File: config.mk
export PLATFORM = sky130hd
export DESIGN_NAME = skid_buffer
export DESIGN_NICKNAME = d
export VERILOG_FILES = /design/src/rtl/skid_buffer.sv
export SDC_FILE = /design/constraint.sdc
export NUM_CORES = 1
export LEC_CHECK = 0
export BUFFER_PORTS_ARGS = -buffer_cell sky130_fd_sc_hd__buf_2
export CORE_MARGIN = 1
export CORE_UTILIZATION = 47
export DETAILED_ROUTE_END_ITERATION = 7
export PLACE_DENSITY = 0.75
export SETUP_SLACK_MARGIN = 0.5
export SYNTH_ARGS = -nofsm -noshare
export SYNTH_HDL_FRONTEND = slang
export SYNTH_SLANG_ARGS = --single-unit
File: constraint.sdc
create_clock -name clk -period 1.2 [get_ports clk]
set_input_delay 0.12 -clock clk [delete_from_list [all_inputs] [get_ports clk]]
set_output_delay 0.12 -clock clk [all_outputs]
set_load 0.02 [all_outputs]
File: src/rtl/skid_buffer.sv
// skid_buffer: two-entry valid/ready pipeline stage with fully registered
// handshake outputs. A main register feeds out_data; a skid register catches
// the one extra word accepted in the cycle downstream stalls, so in_ready
// never depends combinationally on out_ready.
//
// Ports:
//   clk        - single clock, rising edge
//   rst_n      - asynchronous active-low reset
//   in_valid   - upstream offers in_data
//   in_ready   - buffer can accept a word (registered)
//   in_data    - upstream payload, WIDTH bits
//   out_valid  - out_data holds a valid word (registered)
//   out_ready  - downstream accepts
//   out_data   - downstream payload (registered)
//   xfer_count - 16-bit wrapping count of completed output transfers
//
// Optional: define SKID_BUFFER_FORMAL_CHECKS_EN to embed formal assertions.
module skid_buffer #(
  parameter int unsigned WIDTH = 8
) (
  input  logic             clk,
  input  logic             rst_n,
  input  logic             in_valid,
  output logic             in_ready,
  input  logic [WIDTH-1:0] in_data,
  output logic             out_valid,
  input  logic             out_ready,
  output logic [WIDTH-1:0] out_data,
  output logic [15:0]      xfer_count
);

  localparam int unsigned CNT_W = 16;

  typedef enum logic [1:0] {
    EMPTY = 2'd0,
    ONE   = 2'd1,
    FULL  = 2'd2
  } state_e;

  state_e           state_q, state_d;
  logic [WIDTH-1:0] main_q, main_d;
  logic [WIDTH-1:0] skid_q, skid_d;
  logic             out_valid_q, out_valid_d;
  logic             in_ready_q, in_ready_d;
  logic [CNT_W-1:0] xfer_q, xfer_d;
  logic             push_c, pop_c;

  // Handshakes qualified by the registered flags.
  assign push_c = in_valid && in_ready_q;
  assign pop_c  = out_valid_q && out_ready;

  // Next-state, datapath and registered-flag computation.
  always_comb begin
    state_d = state_q;
    main_d  = main_q;
    skid_d  = skid_q;
    xfer_d  = xfer_q;

    if (pop_c) begin
      xfer_d = xfer_q + CNT_W'(1);
    end

    case (state_q)
      EMPTY: begin
        if (push_c) begin
          state_d = ONE;
          main_d  = in_data;
        end
      end
      ONE: begin
        if (push_c && pop_c) begin
          main_d = in_data;
        end else if (pop_c) begin
          state_d = EMPTY;
        end else if (push_c) begin
          state_d = FULL;
          skid_d  = in_data;
        end
      end
      FULL: begin
        if (pop_c) begin
          state_d = ONE;
          main_d  = skid_q;
        end
      end
      default: begin
        state_d = EMPTY;
      end
    endcase

    // Flags derive from the next state so they are flops, not decode.
    out_valid_d = (state_d != EMPTY);
    in_ready_d  = (state_d != FULL);
  end

  // State and datapath registers; in_ready stays low until the first edge.
  always_ff @(posedge clk or negedge rst_n) begin
    if (!rst_n) begin
      state_q     <= EMPTY;
      main_q      <= '0;
      skid_q      <= '0;
      out_valid_q <= 1'b0;
      in_ready_q  <= 1'b0;
      xfer_q      <= '0;
    end else begin
      state_q     <= state_d;
      main_q      <= main_d;
      skid_q      <= skid_d;
      out_valid_q <= out_valid_d;
      in_ready_q  <= in_ready_d;
      xfer_q      <= xfer_d;
    end
  end

  assign in_ready   = in_ready_q;
  assign out_valid  = out_valid_q;
  assign out_data   = main_q;
  assign xfer_count = xfer_q;

`ifdef SKID_BUFFER_FORMAL_CHECKS_EN
`ifndef SYNTHESIS
  // Marks that one edge has passed since reset, when in_ready becomes live.
  logic init_done_q;
  always_ff @(posedge clk or negedge rst_n) begin
    if (!rst_n) begin
      init_done_q <= 1'b0;
    end else begin
      init_done_q <= 1'b1;
    end
  end

  a_out_stable: assert property (@(posedge clk) disable iff (!rst_n)
    (out_valid_q && !out_ready) |=> (out_valid_q && $stable(main_q)));

  a_no_full_push: assert property (@(posedge clk) disable iff (!rst_n)
    (state_q == FULL) |-> !push_c);

  a_state_legal: assert property (@(posedge clk) disable iff (!rst_n)
    (state_q inside {EMPTY, ONE, FULL}));

  a_ready_match: assert property (@(posedge clk) disable iff (!rst_n)
    init_done_q |-> (in_ready_q == (state_q != FULL)));
`endif
`endif

endmodule

==> results.ini <==
[logic_synthesis]
ys_seq_elements=36
synth-edff-count=0
synth_ff_type=dfrtp_1
syn_nets=149
synthCells=136
yosysSeqAreaShare=0.572
synth.distinct_cells=26
yosys_warnings=0
syn_avg_cell_area_um2=11.6
syn_area_um2=1580
synth-async-reset-ratio=1.00

[power]
seqPwrFrac=0.339
powerDensity_nw_per_um2=2270
sw_frac_of_total=0.373
power.share.combinational=0.536
peakVddDrop_mv=1.70
p_clk_frac=0.124
power_uw=6110
internal-power_uw=3830
p_leak_uw=0.00131
switchingPower_uw=2280

[sta]
hold_viol=36
worst_hold_slack_ns=-0.237
layout_min_cycle_time_ns=1.46
fmax_mhz=683
finalCritPeriodShare=1.22
finalSetupViolCount=36
worst_pin_slew_ns=0.446
maxSlewViolCount=0
clock_skew_ns=0.0246
rsz0062_at_grt=yes
worst_slack_ns=-0.265
slew_headroom=0.703

[worst_setup_path]
cp.required_ns=1.45
critPathMaxFanout=3
worstPathArrival_ns=1.71
cp-end-kind=flip-flop
critPathKind=reg -> reg
r2r_slack_ns=-0.26
start_kind=flip-flop

[floorplan]
die_w_um=59.9
io_pins=38
initial_core_util=0.504
die_h_um=59.9
die-area_um2=3590
rows=20
core-area_um2=3130

[routing]
first_pass_iters=4
drt-initial-drc-count=82
via_per_inst=5.26
vias=1477
drt_wl_total_mm=4.85
ant_nets=0
drc=0
wl_per_cell_um=17.2

[clocking]
insertion_delay_ns=0.37
cts_root_buf=clkbuf_4
numCtsBuffers=5
cts_max_path_buffers=2
cts_sinks=36
htreeDepth=2
cts_tree=done
path_clk_slew_ns=0.13

[layout]
finalNetCount=249
mostFrequentLayoutCell=buf_4
final_area_um2=2690
area_delta_synth_final_pct=70.7
drive_gt1_frac=0.654
nFillCells=145
layout_common_cells=44 x buf_4, 41 x buf_6, 24 x dfrtp_1
diodes=0

[grt]
grt_overflow=0
antenna_found_initial=0
grt_max_degree=37
first_global_vias=1482
grt_pass1_wl_mm=6.93
grt_usage=0.272

[place]
dpl.hpwl_mm=2.51
portBuffers=37
gp_congestion=0.781
placed_area_um2=2060

[job]
cap_violations=0

[outcome]
violations=negative hold slack, negative setup slack
outcome=finished with violations

[hold_path]
hold_class=in -> async

==> synthesized netlist by cell type (2+ instances only) <==
master / n / area, um2
nor2_1: 12 / 45.0
nor3_1: 2 / 10.0
xnor2_1: 7 / 61.3
nand3_1: 7 / 35.0
dfrtp_1: 36 / 901
a31oi_1: 9 / 56.3
nand4_1: 2 / 12.5
nand2_1: 23 / 86.3
mux2_2: 9 / 101
and3_1: 4 / 25.0
a21oi_1: 2 / 10.0
nor4_4: 2 / 42.5
xor2_1: 8 / 70.1
==> layer usage <==
metal  vias up  GRT usage  routed length (um)
met4         0     0.0930                  97
li1        669          -                   -
met5         -          0                   0
met1       740      0.296                1830
met2        57      0.502                2680
met3        11     0.0779                 238
==> logic make-up after synthesis <==
kind of cell / Yosys count / synth area share
AND/OR/NAND/NOR: 56 / 0.181
flip-flops: 36 / 0.572
AO/OA/AOI/OAI: 16 / 0.0786
XOR/XNOR: 15 / 0.0834
multiplexers: 9 / 0.0643
buffers and inverters: 3 / 0.0127
adder cells (fa/ha/maj): 1 / 0.00794
==> state kept, by name, summed over array words and instances (netlist names) <==
| signal | flops |
|---|---|
| xfer_count | 16 |
| out_data | 8 |
| skid_q | 8 |
| state_q | 2 |
| in_ready | 1 |
| out_valid | 1 |
==> worst paths after layout <==
path	from	to	depth (start not counted)
worst min-delay path	rst_n	xfer_count[5]$_DFFE_PN0P_	2
worst max-delay path	xfer_count[4]$_DFFE_PN0P_	xfer_count[13]$_DFFE_PN0P_	4
max in group asynchronous	rst_n	state_q[1]$_DFF_PN0_	2
min in group clk	in_data[1]	skid_q[1]$_DFFE_PN0P_	2
worst min register to register	skid_q[0]$_DFFE_PN0P_	skid_q[0]$_DFFE_PN0P_	1
worst max register to register	xfer_count[4]$_DFFE_PN0P_	xfer_count[13]$_DFFE_PN0P_	4
==> per-stage QoR <==
stage	TNS, ns	hold slack (ns)	setup slack (ns)	util	cells
finish	-4.53	-0.237	-0.265	0.860	281
global placement	-1.14	0.177	-0.0987	0.659	242
detailed placement	-2.33	0.182	-0.147	0.659	242
floorplan	-1.92	-0.176	-0.148	-	136
CTS	-2.81	-0.200	-0.139	0.814	269
global route	-6.55	-0.204	-0.341	0.860	281
==> power by group through the flow <==
| stage | Combinational, uW | Clock [uW] | Sequential [uW] |
|---|---|---|---|
| 2_1_floorplan | 911 | 0 | 2330 |
| 3_3_place_gp | 2040 | 0 | 1960 |
| 3_5_place_dp | 2100 | 0 | 2000 |
| 4_1_cts | 2860 | 747 | 2040 |
| 5_1_grt | 3470 | 806 | 2110 |
| 6_report | 3270 | 759 | 2070 |
==> critical path: stages (launching register included) <==
cell and delay [ns]:
dfrtp_2 0.41, nand4_1 0.20, nor4_4 0.38, nand3_1 0.20, xnor2_1 0.16
==> layout make-up <==
cell class	instances	area, um2	share of cell area
multi-input cells	97	802	0.298
flip-flops and latches	36	916	0.341
well taps	44	55.1	0.0205
repair buffers	96	847	0.315
clock buffers	8	68.8	0.0256
==> repair_timing <==
action / 4_1_cts / 5_1_grt
setup endpoints to repair: 62 / 62
pin swaps: 17 / 11
cloned: 0 / 0
setup buffers: 19 / 12
resized for setup: 79 / 14
hold endpoints to repair: 36 / 36
Power figures use the tool's default switching activity.
